===== src/rtl/operand_forward_stage.sv =====
// ID/EX operand stage: resolves A, B and store-data from the register file or in-flight
// writer ports (youngest first), stalls ID on not-ready producers, and registers into EX.
module operand_forward_stage #(
    parameter int NBITS   = 32,
    parameter int REGADDR = 5,
    parameter int NFWD    = 3,
    parameter int SELW    = 2,
    parameter int CNTW    = 16
) (
    input  logic                     i_clk,
    input  logic                     i_reset,
    input  logic                     i_id_valid,
    output logic                     o_id_ready,
    input  logic [REGADDR-1:0]       i_rs,
    input  logic [REGADDR-1:0]       i_rt,
    input  logic                     i_use_rs,
    input  logic                     i_use_rt,
    input  logic [NBITS-1:0]         i_rs_data,
    input  logic [NBITS-1:0]         i_rt_data,
    input  logic [NBITS-1:0]         i_imm,
    input  logic                     i_alu_src,
    input  logic [NFWD-1:0]          i_fwd_valid,
    input  logic [NFWD*REGADDR-1:0]  i_fwd_addr,
    input  logic [NFWD-1:0]          i_fwd_ready,
    input  logic [NFWD*NBITS-1:0]    i_fwd_data,
    input  logic                     i_ex_ready,
    input  logic                     i_flush,
    output logic                     o_ex_valid,
    output logic [NBITS-1:0]         o_op_a,
    output logic [NBITS-1:0]         o_op_b,
    output logic [NBITS-1:0]         o_store_data,
    output logic [SELW-1:0]          o_src_a,
    output logic [SELW-1:0]          o_src_b,
    output logic [1:0]               o_state,
    output logic [CNTW-1:0]          o_haz_cycles
);

    localparam logic [1:0] ST_RUN     = 2'd0;
    localparam logic [1:0] ST_HAZARD  = 2'd1;
    localparam logic [1:0] ST_BLOCKED = 2'd2;

    typedef struct packed {
        logic              rdy;
        logic [SELW-1:0]   sel;
        logic [NBITS-1:0]  data;
    } res_t;

    // Scanning from the oldest port down lets the youngest match overwrite older ones,
    // so a not-ready young producer shadows any ready older copy of the same register.
    function automatic res_t resolve(input logic [REGADDR-1:0] r,
                                     input logic [NBITS-1:0]   rf_data);
        res_t res;
        res.rdy  = 1'b1;
        res.sel  = '0;
        res.data = rf_data;
        for (int k = NFWD - 1; k >= 0; k--) begin
            if (i_fwd_valid[k] && (i_fwd_addr[k*REGADDR +: REGADDR] == r) && (r != '0)) begin
                res.rdy  = i_fwd_ready[k];
                res.sel  = SELW'(k + 1);
                res.data = i_fwd_data[k*NBITS +: NBITS];
            end
        end
        return res;
    endfunction

    res_t rs_res;
    res_t rt_res;
    logic hazard;
    logic load;
    logic haz_cycle;

    always_comb begin
        rs_res = resolve(i_rs, i_rs_data);
        rt_res = resolve(i_rt, i_rt_data);
    end

    assign hazard     = (i_use_rs && !rs_res.rdy) || (i_use_rt && !rt_res.rdy);
    assign o_id_ready = !hazard && !i_flush && (!o_ex_valid || i_ex_ready);
    assign load       = i_id_valid && o_id_ready;
    assign haz_cycle  = i_id_valid && hazard && !i_flush;

    always_ff @(posedge i_clk or posedge i_reset) begin
        if (i_reset) begin
            o_ex_valid   <= 1'b0;
            o_op_a       <= '0;
            o_op_b       <= '0;
            o_store_data <= '0;
            o_src_a      <= '0;
            o_src_b      <= '0;
        end else if (i_flush) begin
            o_ex_valid <= 1'b0;
        end else if (load) begin
            o_ex_valid   <= 1'b1;
            o_op_a       <= rs_res.data;
            o_op_b       <= i_alu_src ? i_imm : rt_res.data;
            o_store_data <= rt_res.data;
            o_src_a      <= rs_res.sel;
            o_src_b      <= i_alu_src ? '0 : rt_res.sel;
        end else if (i_ex_ready) begin
            o_ex_valid <= 1'b0;
        end
    end

    always_ff @(posedge i_clk or posedge i_reset) begin
        if (i_reset) begin
            o_state <= ST_RUN;
        end else if (haz_cycle) begin
            o_state <= ST_HAZARD;
        end else if (o_ex_valid && !i_ex_ready && !i_flush) begin
            o_state <= ST_BLOCKED;
        end else begin
            o_state <= ST_RUN;
        end
    end

    always_ff @(posedge i_clk or posedge i_reset) begin
        if (i_reset) begin
            o_haz_cycles <= '0;
        end else if (haz_cycle && (o_haz_cycles != '1)) begin
            o_haz_cycles <= o_haz_cycles + 1'b1;
        end
    end

endmodule


===== config.mk =====
export PLATFORM = sky130hd
export DESIGN_NAME = operand_forward_stage
export DESIGN_NICKNAME = d
export VERILOG_FILES = /design/src/rtl/operand_forward_stage.sv
export SDC_FILE = /design/constraint.sdc
export NUM_CORES = 1
export LEC_CHECK = 0
export CELL_PAD_IN_SITES_DETAIL_PLACEMENT = 1
export CELL_PAD_IN_SITES_GLOBAL_PLACEMENT = 2
export CORE_ASPECT_RATIO = 0.7
export CORE_MARGIN = 2
export CORE_UTILIZATION = 24
export CTS_CLUSTER_DIAMETER = 40
export DETAILED_ROUTE_END_ITERATION = 10
export GPL_TIMING_DRIVEN = 0
export MAX_ROUTING_LAYER = met4
export PLACE_DENSITY = 0.88
export SLEW_MARGIN = 30
export SYNTH_ARGS = -nofsm -noshare
export SYNTH_HDL_FRONTEND = slang
export SYNTH_SLANG_ARGS = --single-unit

===== constraint.sdc =====
create_clock -name i_clk -period 5.52 [get_ports i_clk]
set_input_delay 1.104 -clock i_clk [delete_from_list [all_inputs] [get_ports i_clk]]
set_output_delay 1.104 -clock i_clk [all_outputs]
set_load 0.01 [all_outputs]

==> results by group, run 1 <==
Clocking
  – Clock transition at path regs: 0.05 ns
  – CTS tree: yes
  – Clock Sinks: 119
  – Clk Latency, worst-skew pair: 0.44 ns
  – H-tree lvl count: 4
  – CTS root buffer: clkbuf_16
  – Clock tree buffer depth: 2
  – TritonCTS Buffers: 17

Critical path
  – R2R Setup Slk: 3.23 ns
  – CP max stage delay: 0.65 ns
  – Critical Path Sink Type: primary output
  – Most frequent CP cell: clkdlybuf4s50_1
  – FF-to-FF path depth: 7
  – Critical Path Start Type: primary input
  – Critical path, cell by cell: clkdlybuf4s50_1, xnor2_1, nand4_1, or2_2, a311oi_1, o22ai_2, clkbuf_2, nor3b_1, clkdlybuf4s50_1
  – Data required time of the worst path: 4.42 ns
  – Worst path depth: 9
  – CP Max Fanout: 10
  – Critical path class: in2out
  – Critical Path AT: 4.17 ns
  – WP buf/inv: 3
  – Slowest CP cell: clkdlybuf4s50_1
  – CP delay by family, top: buffers and inverters

STA
  – Final Setup Violations: 0
  – Worst-Margin Slew: 1.044 ns
  – Slew headroom: 30.38%
  – Fmax: 189.5 MHz
  – Fin. Hold Viols: 0
  – Final worst path period share: 95.60%
  – Final min period: 5.277 ns
  – Clock skew: 0.01372 ns
  – RSZ-0062 raised after global routing: false
  – Pins Over Slew Limit: 0

Synth
  – Sequential area share after synthesis: 38.54%
  – Number of synthesized register bits: 119
  – Area contributors post-synth: dfrtp_1, mux2_4, mux2i_1
  – Area share of the largest cell type after synthesis: 38.54%
  – Post-synth top cells: dfrtp_1, mux2i_1, o21ai_0, a211oi_1, mux2_4
  – Syn Std Cell Area: 0.007726 mm²
  – Main flop type after synthesis: dfrtp_1
  – Post-synth cell types: 45
  – Top-count cell post-synth: dfrtp_1
  – Avg Inst Size Synth: 10.02 µm²
  – EDFF count, synth: 0
  – Area leader, netlist: dfrtp_1
  – Async SR Flop Fraction: 100.0%
  – Syn Inst Count: 771
  – Post-Syn Nets: 1003
  – YS warnings: 0

Detailed routing
  – Post-route ant nets: 0
  – WL met2: 17520 µm
  – Metal3 WL: 2525 µm
  – DR DRC count: 0
  – Final WL: 38000 µm
  – Pre-Repair DR Iteration Count: 5
  – DRT iter0 DRCs: 371
  – Top sig layer: met4
  – Vias after detailed routing: 7667
  – WL per Instance: 24.10 µm
  – Vias per cell: 4.862
  – Metal-1 WL: 17530 µm

Die
  – Floorplan row count: 54
  – I/O pin cnt: 351
  – Die height: 154.1 µm
  – Core area: 0.03142 mm²
  – Starting Density: 24.59%
  – Die area: 0.03367 mm²
  – Die width: 218.5 µm

Layout
  – Final instance area: 0.01239 mm²
  – Area grow syn2layout: 60.36%
  – Area of the multi-input gates: 0.004329 mm²
  – Post-route insts no fill: 1577
  – Post-layout nets: 1370
  – Share of cells above drive strength 1: 12.60%
  – Reg area: 0.002978 mm²
  – Filler Cells Inserted: 3591
  – Fin util: 39.43%

Run
  – Max Cap Violations: 0

Placed design
  – HPWL after DPL: 29540 µm
  – Placed instance area: 0.01177 mm²
  – Dpl cells: 1539
  – Routability Congestion: 0.8378
  – I/O Buffers: 347

Power and ir drop
  – IR Drop Worst-Case VDD: 153.1 µV
  – Static leakage: 5.188 nW
  – Power Density: 279.8 mW/mm²

Min path
  – Hold Path Cell Cnt: 1
  – Min-Delay Path Class: reg2reg

Global route
  – Initial antenna violation count: 7
  – First-pass GRT wire length: 55110 µm
  – Vias in the first global route: 8303
  – Gr usage total: 23.09%
  – Largest net degree at the start of global routing: 72
  – Total gr overflow: 0

Status
  – Status: finished clean
[layer usage]
metal	vias up	GRT usage, %
met2	274	35.99
met4	0	5.896
li1	3517	-
met3	25	5.875
met5	-	-
met1	3851	29.77
[kinds of logic after synthesis]
| family | after synthesis | share of synthesized area [%] |
|---|---|---|
| fa+ha+maj | 1 | 0.1619 |
| xor+xnor | 45 | 5.101 |
| buf+inv | 98 | 5.571 |
| flops | 119 | 38.54 |
| compound gates | 174 | 13.94 |
| mux | 165 | 25.72 |
| simple gates | 169 | 10.96 |
[final cells by class]
cell class              instances  share of cell area (%)
inverters                      38                   1.212
plain buffers                  59                   2.303
clock inverters                13                   1.252
clock buffers                  19                   3.575
flip-flops and latches        119                   24.04
well taps                     420                   4.242
multi-input cells             554                   34.94
diodes                          6                  0.1212
repair buffers                349                   28.32
[worst paths after layout]
check                                     start               to
worst max register to register  o_haz_cycles[3]  o_haz_cycles[1]
worst min-delay path                 o_op_b[30]       o_op_b[30]
worst min register to register       o_op_b[30]       o_op_b[30]
max in group asynchronous               i_reset        o_op_a[2]
worst max-delay path                    i_rt[2]       o_id_ready
min in group asynchronous               i_reset       o_op_a[24]
[stage by stage]
stage	hold WS [ns]	worst slack [ns]	TNS [ns]	power (mW)
final	0.4945	0.2430	0	3.466
after global routing	0.5193	0.001130	0	3.620
after CTS	0.5007	0.1903	0	3.507
after detailed placement	0.4848	-0.4739	-0.4739	2.310
after global placement	0.4759	-0.9779	-114.40	2.277
after floorplan	0.5198	1.259	0	1.618
[cells in the final DEF (no fill, tap or decap), types with 17 or more instances in the layout]
| master | n |
|---|---|
| a211oi_1 | 62 |
| clkbuf_1 | 40 |
| o21ai_0 | 65 |
| nor2_1 | 44 |
| dfrtp_1 | 119 |
| xnor2_1 | 43 |
| clkdlybuf4s50_1 | 347 |
| mux2_4 | 56 |
| inv_1 | 37 |
| nand2_1 | 42 |
| clkbuf_16 | 17 |
| a21oi_1 | 34 |
| and3_1 | 36 |
| mux2_2 | 33 |
| mux2i_1 | 65 |
[what timing repair did]
action                     4_1_cts  5_1_grt
hold buffers                     0        0
setup endpoints to repair        1        0
gates resized for setup          1        0
buffers inserted                 1        0
[flip-flops by register name, summed over array words and instances, names as in the netlist]
name / cells
o_op_a: 32
o_op_b: 32
o_store_data: 32
o_haz_cycles: 16
o_src_a: 2
o_src_b: 2
o_state: 2
o_ex_valid: 1
[power breakdown]
part           switching (mW)  leakage [nW]  internal [mW]
sequential              0.109          1.44           1.04
combinational           0.458          3.47          0.687
clock                   0.450         0.277          0.717
[worst reg2reg max path: stages, from the launching register on]
cell	delay [ns]
dfrtp_1	0.44
and3_1	0.25
and4_1	0.27
nand4_1	0.14
or3_1	0.43
nor2b_1	0.19
nand2_1	0.13
mux2_2	0.34
No activity file was read; power rests on OpenSTA's default activity.
==> run 2, diff against run 1 <==
--- a/config.mk
+++ b/config.mk
@@ -7,7 +7,7 @@
 export LEC_CHECK = 0
 export CELL_PAD_IN_SITES_DETAIL_PLACEMENT = 1
 export CELL_PAD_IN_SITES_GLOBAL_PLACEMENT = 2
-export CORE_ASPECT_RATIO = 0.7
+export CORE_ASPECT_RATIO = 1.4
 export CORE_MARGIN = 2
 export CORE_UTILIZATION = 24
 export CTS_CLUSTER_DIAMETER = 40
==> run 2 against run 1 <==
  * Sequential power barely moved
  * Routed wire length fell by 4.3%
  * Fmax fell by 0.14%
  * Setup slack got worse by 0.0074 ns
  * Combinational power barely moved
  * Critical path type unchanged
  * Via count fell by 2.0%
==> results by group, run 2 (synthesis results as in run 1) <==
Status
  – Status: finished clean

Critical path
  – FF-to-FF path depth: 7 (unchanged)
  – CP Max Fanout: 10 (unchanged)
  – Data required time of the worst path: 4.42 ns (about the same)
  – Reg-to-Reg Start: o_haz_cycles[3]
  – Critical Path Start Type: primary input
  – Critical path class: in2out
  – R2R Setup Slk: 3.17 ns (-0.06 ns)
  – RR Endpoint: o_haz_cycles[1]
  – Critical Path Sink Type: primary output
  – Critical Path AT: 4.18 ns (about the same)

Die
  – Starting Density: 24.38% (-0.22 points)
  – Die height: 216.3 µm (+40%)
  – Die width: 155.6 µm (-29%)
  – Floorplan row count: 77 (+43%)
  – I/O pin cnt: 351 (unchanged)
  – Die area: 0.03366 mm² (about the same)
  – Core area: 0.03170 mm² (+0.89%)

Layout
  – Area grow syn2layout: 59.13%
  – Filler Cells Inserted: 3566 (-0.70%)
  – Fin util: 38.79% (-0.65 points)
  – Post-layout nets: 1370 (unchanged)
  – Most frequent cells in the layout: clkdlybuf4s50_1, dfrtp_1, mux2i_1, o21ai_0, a211oi_1
  – Commonest non-fill, non-tap cell in the layout: clkdlybuf4s50_1
  – Regs by FF count: o_op_a: 32 flops, o_op_b: 32 flops, o_store_data: 32 flops
  – Share of cells above drive strength 1: 12.35% (-0.25 points)
  – N_diodes: 0 (-6)
  – Post-route insts no fill: 1545 (-2.0%)

Detailed routing
  – Post-route ant nets: 0 (unchanged)
  – DR DRC count: 0 (unchanged)
  – Pre-Repair DR Iteration Count: 4 (-1)
  – Vias per cell: 4.863 (about the same)
  – WL per Instance: 23.54 µm (-2.3%)
  – DRT iter0 DRCs: 257 (-31%)
  – Final WL: 36370 µm (-4.3%)
  – Vias after detailed routing: 7514 (-2.0%)

STA
  – Final Setup Violations: 0 (unchanged)
  – Final min period: 5.284 ns (+0.007394 ns)
  – Slew headroom: 38.67% (+8.3 points)
  – Fmax: 189.2 MHz (-0.14%)
  – RSZ-0062 raised after global routing: false
  – Worst Slack Setup Final: 0.2356 ns (-0.007394 ns)
  – Post-route setup TNS: 0 ns (unchanged)
  – Worst-Margin Slew: 0.9199 ns (-0.1244 ns)
  – Final worst path period share: 95.73% (+0.13 points)
  – Clock skew: 0.007033 ns (-0.006691 ns)
  – Pins Over Slew Limit: 0 (unchanged)
  – Fin. Hold Viols: 0 (unchanged)

Clocking
  – Clock transition at path regs: 0.06 ns (about the same)
  – Clock tree buffer depth: 2 (unchanged)
  – H-tree lvl count: 4 (unchanged)
  – Clk Latency, worst-skew pair: 0.44 ns (about the same)
  – CTS root buffer: clkbuf_16
  – CTS tree: yes
  – Clock Sinks: 119 (unchanged)
  – TritonCTS Buffers: 17 (unchanged)

Placed design
  – Pre-CTS WS: -0.4819 ns (-0.007981 ns)
  – HPWL after DPL: 28340 µm (-4.1%)
  – Dpl cells: 1514 (-1.6%)
  – I/O Buffers: 347 (unchanged)
  – Routability Congestion: 0.8095 (-3.4%)

Global route
  – Largest net degree at the start of global routing: 67 (-6.9%)
  – Vias in the first global route: 8418 (+1.4%)
  – Initial antenna violation count: 0 (-7)
  – First-pass GRT wire length: 53830 µm (-2.3%)
  – Gr usage total: 22.28% (-0.81 points)
  – Total gr overflow: 0 (unchanged)

Power and ir drop
  – Final Power: 3.385 mW (-2.3%)
  – IR Drop Worst-Case VDD: 182.4 µV (+19%)
  – Power Density: 275.3 mW/mm² (-1.6%)
  – Static leakage: 5.184 nW (about the same)

Run
  – Max Cap Violations: 0 (unchanged)

Min path
  – Hold Path Sink: o_haz_cycles[10]
  – Min-Delay Path Class: reg2reg
  – Hold Path Cell Cnt: 1 (unchanged)
  – Hold Crit Start: o_haz_cycles[10]
-- run 2: changes by cell type in the layout (fill, tap and decap cells not counted) --
cell and delta:
bufinv_16 -1, clkbuf_1 +2, clkinv_2 +2, clkinvlp_4 -4
diode_2 -6, nor3_2 +1, nor3_4 -1
-- run 2: area by class of cell --
class | count | area [µm²] | area share (%)
repair buffers | 349 | 3508 | 28.54
plain buffers | 59 | 285.3 | 2.320
clock buffers | 21 | 450.4 | 3.664
multi-input cells | 554 | 4323 | 35.16
well taps | 395 | 494.2 | 4.020
flip-flops and latches | 119 | 2978 | 24.22
inverters | 38 | 150.1 | 1.221
clock inverters | 10 | 105.1 | 0.8549
-- run 2: stage by stage --
stage                     cell area, µm²  hold WS [ns]
after floorplan                     7726        0.5198
after global placement             11690        0.4752
after detailed placement           11730        0.4807
after CTS                          12300        0.4960
after global routing               12290        0.5166
final                              12290        0.4905
-- run 2: worst max path at each step --
stage / cells past startpoint / slack, ns / startpoint / endpoint
3_5_place_dp: 10 / -0.48 / i_rt[3] / o_id_ready
4_1_cts: 10 / 0.009 / i_rt[1] / o_id_ready
5_1_grt: 9 / 0.05 / i_rt[1] / o_id_ready
2_1_floorplan: 1 / 1.26 / i_reset / o_ex_valid
6_report: 9 / 0.24 / i_rt[1] / o_id_ready
3_3_place_gp: 2 / -0.88 / i_reset / o_store_data[4]
-- run 2: critical path: stages --
cell and delay [ns]:
clkdlybuf4s50_1 0.54, or4_4 0.60, nor2_2 0.17, nor3_2 0.17
a311oi_1 0.38, o22ai_2 0.15, clkbuf_2 0.24, nor3b_1 0.24
clkdlybuf4s50_1 0.57
-- run 2: report_power, final --
part           total (mW)  switching, mW  internal (mW)
Combinational        1.13          0.442          0.687
Sequential           1.15          0.105           1.04
Clock                1.11          0.439          0.668
Total                3.38          0.986           2.40
-- run 2: layer usage --
layer	track usage, %	up-vias	wire length [µm]
li1	-	3491	-
met1	24.47	3765	14620
met2	40.75	224	19640
met3	4.299	34	1472
met4	6.116	0	633
met5	-	-	0
-- run 2: timing repair --
| action | CTS | global route |
|---|---|---|
| setup buffers | 1 | 0 |
| endpoints found under the setup margin | 1 | 1 |
| hold buffers | 0 | 0 |
| resized for setup | 1 | 0 |
| pin swaps | 1 | 0 |
